===== src/rtl/demux_dispatch_ctrl.sv =====
// demux_dispatch_ctrl: single-word holding controller that dispatches each
// accepted word to one of four channels by round-robin over enabled channels.
// Optional per-channel drain counters are compiled in when DEMUX_DISPATCH_CNT_EN
// is defined (adds cnt_clr input and cnt_flat output).
module demux_dispatch_ctrl #(
  parameter int unsigned DATA_W = 8
) (
  input  logic              clk,
  input  logic              rst_n,
  input  logic [DATA_W-1:0] in_data,
  input  logic              in_valid,
  output logic              in_ready,
  input  logic [3:0]        chan_en,
  output logic [DATA_W-1:0] out_data,
  output logic [3:0]        out_valid,
  input  logic [3:0]        out_ready,
  output logic [1:0]        out_sel,
  output logic              busy
`ifdef DEMUX_DISPATCH_CNT_EN
  ,
  input  logic              cnt_clr,
  output logic [31:0]       cnt_flat
`endif
);

  typedef enum logic {
    IDLE = 1'b0,
    HOLD = 1'b1
  } state_t;

  state_t            state_q, state_d;
  logic [1:0]        ptr_q, ptr_d;
  logic [1:0]        sel_q, sel_d;
  logic [DATA_W-1:0] data_q, data_d;

  logic       drain;
  logic       accept;
  logic [1:0] search_base;
  logic [1:0] next_sel;

  // Handshake terms; in_ready deliberately ignores in_valid.
  always_comb begin
    drain    = (state_q == HOLD) && out_ready[sel_q];
    in_ready = (chan_en != 4'b0000) && ((state_q == IDLE) || drain);
    accept   = in_valid && in_ready;
  end

  // Round-robin search; during a drain the just-drained channel acts as the pointer.
  always_comb begin
    logic       found;
    logic [1:0] idx;
    search_base = drain ? sel_q : ptr_q;
    next_sel    = search_base;
    found       = 1'b0;
    idx         = '0;
    for (int unsigned k = 1; k <= 4; k++) begin
      idx = search_base + 2'(k);
      if (!found && chan_en[idx]) begin
        next_sel = idx;
        found    = 1'b1;
      end
    end
  end

  // Next-state and register updates for the holding FSM.
  always_comb begin
    state_d = state_q;
    ptr_d   = ptr_q;
    sel_d   = sel_q;
    data_d  = data_q;
    if (drain) begin
      ptr_d   = sel_q;
      state_d = IDLE;
    end
    if (accept) begin
      data_d  = in_data;
      sel_d   = next_sel;
      state_d = HOLD;
    end
  end

  // State registers with asynchronous active-low reset.
  always_ff @(posedge clk or negedge rst_n) begin
    if (!rst_n) begin
      state_q <= IDLE;
      ptr_q   <= 2'd3;
      sel_q   <= '0;
      data_q  <= '0;
    end else begin
      state_q <= state_d;
      ptr_q   <= ptr_d;
      sel_q   <= sel_d;
      data_q  <= data_d;
    end
  end

  // Output decode: one-hot valid only while holding.
  always_comb begin
    out_data  = data_q;
    out_sel   = sel_q;
    busy      = (state_q == HOLD);
    out_valid = (state_q == HOLD) ? (4'b0001 << sel_q) : 4'b0000;
  end

`ifdef DEMUX_DISPATCH_CNT_EN
  logic [7:0] cnt_q [4];
  logic [7:0] cnt_d [4];

  // Saturating per-channel drain counters; clear wins over increment.
  always_comb begin
    for (int unsigned i = 0; i < 4; i++) begin
      cnt_d[i] = cnt_q[i];
      if (cnt_clr) begin
        cnt_d[i] = '0;
      end else if (drain && (sel_q == 2'(i)) && (cnt_q[i] != 8'hFF)) begin
        cnt_d[i] = cnt_q[i] + 8'd1;
      end
    end
  end

  // Counter registers.
  always_ff @(posedge clk or negedge rst_n) begin
    if (!rst_n) begin
      for (int unsigned i = 0; i < 4; i++) cnt_q[i] <= '0;
    end else begin
      for (int unsigned i = 0; i < 4; i++) cnt_q[i] <= cnt_d[i];
    end
  end

  // Flatten counters, channel i at bits [8i+7:8i].
  always_comb begin
    cnt_flat = '0;
    for (int unsigned i = 0; i < 4; i++) cnt_flat[8*i +: 8] = cnt_q[i];
  end
`endif

endmodule


===== config.mk =====
export PLATFORM = sky130hd
export DESIGN_NAME = demux_dispatch_ctrl
export DESIGN_NICKNAME = d
export VERILOG_FILES = /design/src/rtl/demux_dispatch_ctrl.sv
export SDC_FILE = /design/constraint.sdc
export NUM_CORES = 1
export LEC_CHECK = 0
export ABC_AREA = 1
export ABC_CLOCK_PERIOD_IN_PS = 4640
export CORE_ASPECT_RATIO = 1.25
export CORE_UTILIZATION = 35
export CTS_CLUSTER_SIZE = 14
export DETAILED_ROUTE_END_ITERATION = 6
export GPL_ROUTABILITY_DRIVEN = 0
export HOLD_SLACK_MARGIN = 0.05
export PLACE_DENSITY_LB_ADDON = 0.1
export SYNTH_ARGS = -nofsm -noshare
export SYNTH_HDL_FRONTEND = slang
export SYNTH_SLANG_ARGS = --single-unit

===== constraint.sdc =====
create_clock -name clk -period 4.64 [get_ports clk]
set_clock_uncertainty 0.15 [all_clocks]
set_input_delay 0.696 -clock clk [delete_from_list [all_inputs] [get_ports clk]]
set_output_delay 0.696 -clock clk [all_outputs]
set_load 0.01 [all_outputs]

Word-level counts from Yosys, hierarchy flattened --
Cells that the tools add are included.
Storage, ports and cells: register bits 13, output and inout port bits 16, logic and storage cells 47
Operators by class: add/sub/neg operators 3, shifts and indexed selects 1, muxes and demuxes 21, reductions and logical operators 12, order comparisons 5, bitwise gates (word level) 1
Operator list (count):
- 2-bit by 3-bit < comparator with 1-bit output (second input constant) | 5
- 1-bit binary-select mux with 2-bit select | 5
- 1-bit 2-to-1 mux | 10
- 2-bit 2-to-1 mux | 5
- 1-bit logical AND | 6
- 2-bit adder (second input constant) | 2
- 4-bit 2-to-1 mux | 1
- 4-bit nonzero test | 1
- 1-bit by 2-bit left shift with 4-bit output (first input constant) | 1
- 1-bit zero test | 3
- 2-bit by 1-bit adder with 2-bit output (second input constant) | 1
- 2-bit nonzero test | 1
- 1-bit logical OR | 1
- 1-bit inverter | 1

Logic depth before layout (Yosys ltp) --
depth after elaboration 17, gate-level depth with buffers 17

Worst setup path before layout --
No wires, ideal clock.
path kind input -> register, start in out_ready[3], end reg sel_q[0], in the netlist out_sel[0], data required time 4.371 ns, arrival time 1.807 ns, path slack 2.564 ns, setup time 0.119 ns, stages 15, cells stage by stage nand2_1 -> nand2_1 -> nand2_2 -> nand2_4 -> nand2_4 -> nand2_4 -> nand2_8 -> nand2_2 -> nand2_2 -> o21ai_2 -> nand3_4 -> nand2_1 -> nand2_1 -> nand3_1 -> nand2_1
Between the ends: cells in the longest elaborated chain, start to end 17, elaborated cells on any way between the ends 31, classes of those cells add/sub: 3; mux: 18; reduce/logical: 10
Ends and longest elaborated chain:
- from (decl) | line 16 | input logic [3:0] out_ready,
- 1-bit binary-select mux with 2-bit select * | line 43 | drain = (state_q == HOLD) && out_ready[sel_q];
- 1-bit 2-to-1 mux (implied by the code) * | line 43
- 1-bit logical AND * | line 43
- 2-bit 2-to-1 mux
- 2-bit by 1-bit adder with 2-bit output | line 57 | idx = search_base + 2'(k);
- 1-bit binary-select mux with 2-bit select | line 58 | if (!found && chan_en[idx]) begin
- 1-bit 2-to-1 mux (implied by the code) | line 58
- 1-bit 2-to-1 mux | line 58
- 1-bit zero test | line 58
- 1-bit logical AND | line 58
- 1-bit 2-to-1 mux | line 58
- 1-bit zero test | line 58
- 1-bit logical AND | line 58
- 1-bit 2-to-1 mux | line 58
- 1-bit zero test | line 58
- 1-bit logical AND | line 58
- 2-bit 2-to-1 mux | line 58
- to (signal assigned) | line 92 | sel_q <= sel_d;
- to (decl) | line 33 | logic [1:0] sel_q, sel_d;
Mark *: on every way between the ends. The rest lies on a longest branch, timed or not. The select of a mux whose other input is x is not followed. A chain may end at the register's enable or synchronous reset.

Worst setup path in the final report --
start in out_ready[3], end out in_ready
Between the ends: cells in the longest elaborated chain, start to end 5
Ends and longest elaborated chain:
- 1-bit binary-select mux with 2-bit select | line 43
- 1-bit 2-to-1 mux (implied by the code) | line 43
- 1-bit logical AND | line 43
- 1-bit logical OR | line 44 | in_ready = (chan_en != 4'b0000) && ((state_q == IDLE) || drain);
- 1-bit logical AND | line 44
- to (decl) | line 12 | output logic in_ready,
Every way passes these cells. The select of a mux whose other input is x is not followed.

==> results.json <==
{
  "max_cap_viol_count": 0,
  "wire_per_inst_um": 10.2,
  "cts_tree": "built",
  "endpoint": "in_ready",
  "yosysSeqAreaShare_pct": 36.4,
  "hold_viol_final": 0,
  "viasPerCell": 4.58,
  "ctsResizeCount": 0,
  "pin_count": 35,
  "n_antenna_cell": 0,
  "dieArea_mm2": 0.00278,
  "power.density_mw_per_mm2": 748,
  "critPathMaxFanout": 2,
  "drt_drc_violations_left": 0,
  "crit_type": "in2out",
  "clock_sinks": 13,
  "worst-endpoint-required_ns": 3.79,
  "slowest_stage": "clkdlybuf4s50_1",
  "crit_arrival_ns": 2.17,
  "ys_ff_latch": 13,
  "die-height_um": 58.7,
  "crit_path_cell_trace": "clkdlybuf4s50_1, nand2_1, nand2_1, nand2_2, nand3_1, o41ai_1, inv_1, clkdlybuf4s50_1",
  "muxShareOfSynthArea_pct": 0,
  "grt-ovfl-total": 0,
  "pre_cts_ws_ns": 1.61,
  "syn-num-nets": 144,
  "syn_inst": 125,
  "area_growth_pct": 44.6,
  "fin_crit_ns": 3.02,
  "grt_pass1_vias": 783,
  "grt_pass1_wl_mm": 3.35,
  "synthXorXnorAreaFrac_pct": 0,
  "globalRouteTotalUtil_pct": 16.2,
  "finalCritPeriodShare_pct": 65.0,
  "outcome": "finished clean",
  "core_area_mm2": 0.00243,
  "met3_wirelength_um": 82,
  "synth-compound-area-share_pct": 2.50,
  "yosysWarnings": 0,
  "placedInstanceArea_mm2": 0.00127,
  "slew_violations": 0,
  "yosys.area_share.simple_pct": 55.2,
  "mostFrequentLayoutCell": "nand2_1",
  "die-width_um": 47.3,
  "vias": 894,
  "postCtsHoldBufs": 0,
  "clock_latency_ns": 0.27,
  "met2WireLength_mm": 1.00,
  "start_util_pct": 37.1,
  "worstSetupStartpointType": "primary input",
  "r2r-end": "out_sel[1]$_DFFE_PN0P_",
  "cts_buffers": 3,
  "r2r_slack_ns": 2.32,
  "ant_nets": 0,
  "hold_ws_ns": 0.334,
  "multi_input_area_um2": 519,
  "slew_headroom_pct": 62.8,
  "fin_setup_tns_ns": 0,
  "cts_setup_buffers": 0,
  "hp-class": "reg2reg",
  "fin_nets": 182,
  "grt_antenna_before_repair": 0,
  "max_stage_delay_ns": 0.54,
  "rsz0062_at_grt": "false",
  "setup_ws_ns": 1.62,
  "synth_top_family_by_area": "simple AND/OR/NAND/NOR gates",
  "final-setup-viol-count": 0,
  "layout-drive-gt1-share_pct": 19.8,
  "syn-cell-area_um2": 900,
  "syn_area_per_cell_um2": 7.20,
  "worst_pin_slew_ns": 0.556,
  "startpoint": "out_ready[3]",
  "met1_length_um": 905,
  "reg2regPathDepth": 11,
  "drtIter0Drc": 7,
  "routed.top_layer": "met4",
  "clockRootBuffer": "clkbuf_4",
  "cts_buffer_depth": 2,
  "nFillCells": 263,
  "dp_hpwl_mm": 1.62,
  "worst_setup_path_end_kind": "output pin",
  "wl_mm": 2.00,
  "p_leak_nw": 0.630,
  "design_area_mm2": 0.00130,
  "yosysUniqueCellTypes": 19,
  "htree_num_levels": 1,
  "irDropWorstVdd_uv": 319,
  "clkSlewWorstSetupHoldPaths_ns": 0.08,
  "first_pass_iters": 4,
  "grt_max_degree": 14,
  "regArea_um2": 328,
  "synthAdderAreaFrac_pct": 0,
  "io_buffers": 34,
  "timing.rr.start": "out_sel[0]$_DFFE_PN0P_",
  "critPathTopFamily": "buffers and inverters",
  "worst-path-stages": 8,
  "path_buf_inv": 3,
  "row_count": 20,
  "max_freq_mhz": 331,
  "layout_common_cells": "nand2_1 (54), clkdlybuf4s50_1 (34), nand2_2 (16)"
}
registers in the layout (all words and copies together), names as in the netlist:
register	flops
ptr_q	2
out_data	8
out_sel	2
busy	1
cells in the mapped netlist:
library cell | number | area, um2
nand2_8 | 1 | 20.0
nand2_4 | 5 | 56.3
o41ai_1 | 1 | 8.76
clkinv_1 | 1 | 3.75
inv_2 | 1 | 3.75
nor2_1 | 1 | 3.75
dfrtp_1 | 11 | 275
nor3_1 | 4 | 20.0
o21ai_1 | 1 | 5.00
buf_4 | 1 | 7.51
nand3_4 | 1 | 17.5
nand4_1 | 1 | 6.26
dfstp_2 | 2 | 52.6
nand3_1 | 12 | 60.1
nand2_2 | 16 | 100
nand3_2 | 1 | 10.0
o21ai_2 | 1 | 8.76
nand2_1 | 54 | 203
inv_1 | 10 | 37.5
layer usage:
layer | vias to the layer above | global-route usage, %
met1 | 407 | 23.0
met2 | 20 | 26.0
li1 | 465 | -
met4 | 0 | 4.90
met5 | - | 0
met3 | 2 | 0.920
area by class of cell:
| cell class | instances | area share, % |
|---|---|---|
| Multi-Input combinational cell | 99 | 39.9 |
| Timing Repair Buffer | 34 | 26.2 |
| Sequential cell | 13 | 25.2 |
| Inverter | 12 | 3.46 |
| Tap cell | 33 | 3.17 |
| Clock buffer | 3 | 1.73 |
| Clock inverter | 1 | 0.385 |
worst reg2reg max path, delay by kind of cell (launching register included):
kind                   cells  cell delay (ns)
AOI/OAI and AO/OA          1             0.09
buffers and inverters      3             0.57
DFF                        1             0.53
and+or+nand+nor            7             0.88
power by group:
part / switching, mW / leakage [nW] / internal (mW)
registers: 0.0575 / 0.155 / 0.173
logic: 0.388 / 0.457 / 0.286
clock network: 0.0378 / 0.0177 / 0.0319
total: 0.483 / 0.630 / 0.491
how the worst min path moves through the flow:
stage | from | to | slack [ns] | depth (start not counted)
floorplan | rst_n | busy$_DFFE_PN0P_ | 0.25 | 0
global placement | out_data[2]$_DFFE_PN0P_ | out_data[2]$_DFFE_PN0P_ | 0.31 | 2
detailed placement | out_data[3]$_DFFE_PN0P_ | out_data[3]$_DFFE_PN0P_ | 0.32 | 2
CTS | out_data[2]$_DFFE_PN0P_ | out_data[2]$_DFFE_PN0P_ | 0.34 | 2
global route | out_data[4]$_DFFE_PN0P_ | out_data[4]$_DFFE_PN0P_ | 0.36 | 2
finish | out_data[2]$_DFFE_PN0P_ | out_data[2]$_DFFE_PN0P_ | 0.33 | 2
kinds of logic (layout without fill, tap and decap cells):
kind of cell,Yosys count,after routing
and+or+nand+nor,96,96
DFF,13,13
buffers and inverters,13,50
AOI/OAI and AO/OA,3,3
per-stage QoR:
| stage | std cells | util, % | total power [mW] |
|---|---|---|---|
| 4_1_cts | 195 | 53.6 | 0.985 |
| 6_report | 195 | 53.6 | 0.974 |
| 3_3_place_gp | 191 | 52.5 | 0.898 |
| 5_1_grt | 195 | 53.6 | 1.06 |
| 3_5_place_dp | 191 | 52.5 | 0.912 |
| 2_1_floorplan | 125 | - | 0.689 |
No activity file was read; power rests on OpenSTA's default activity.
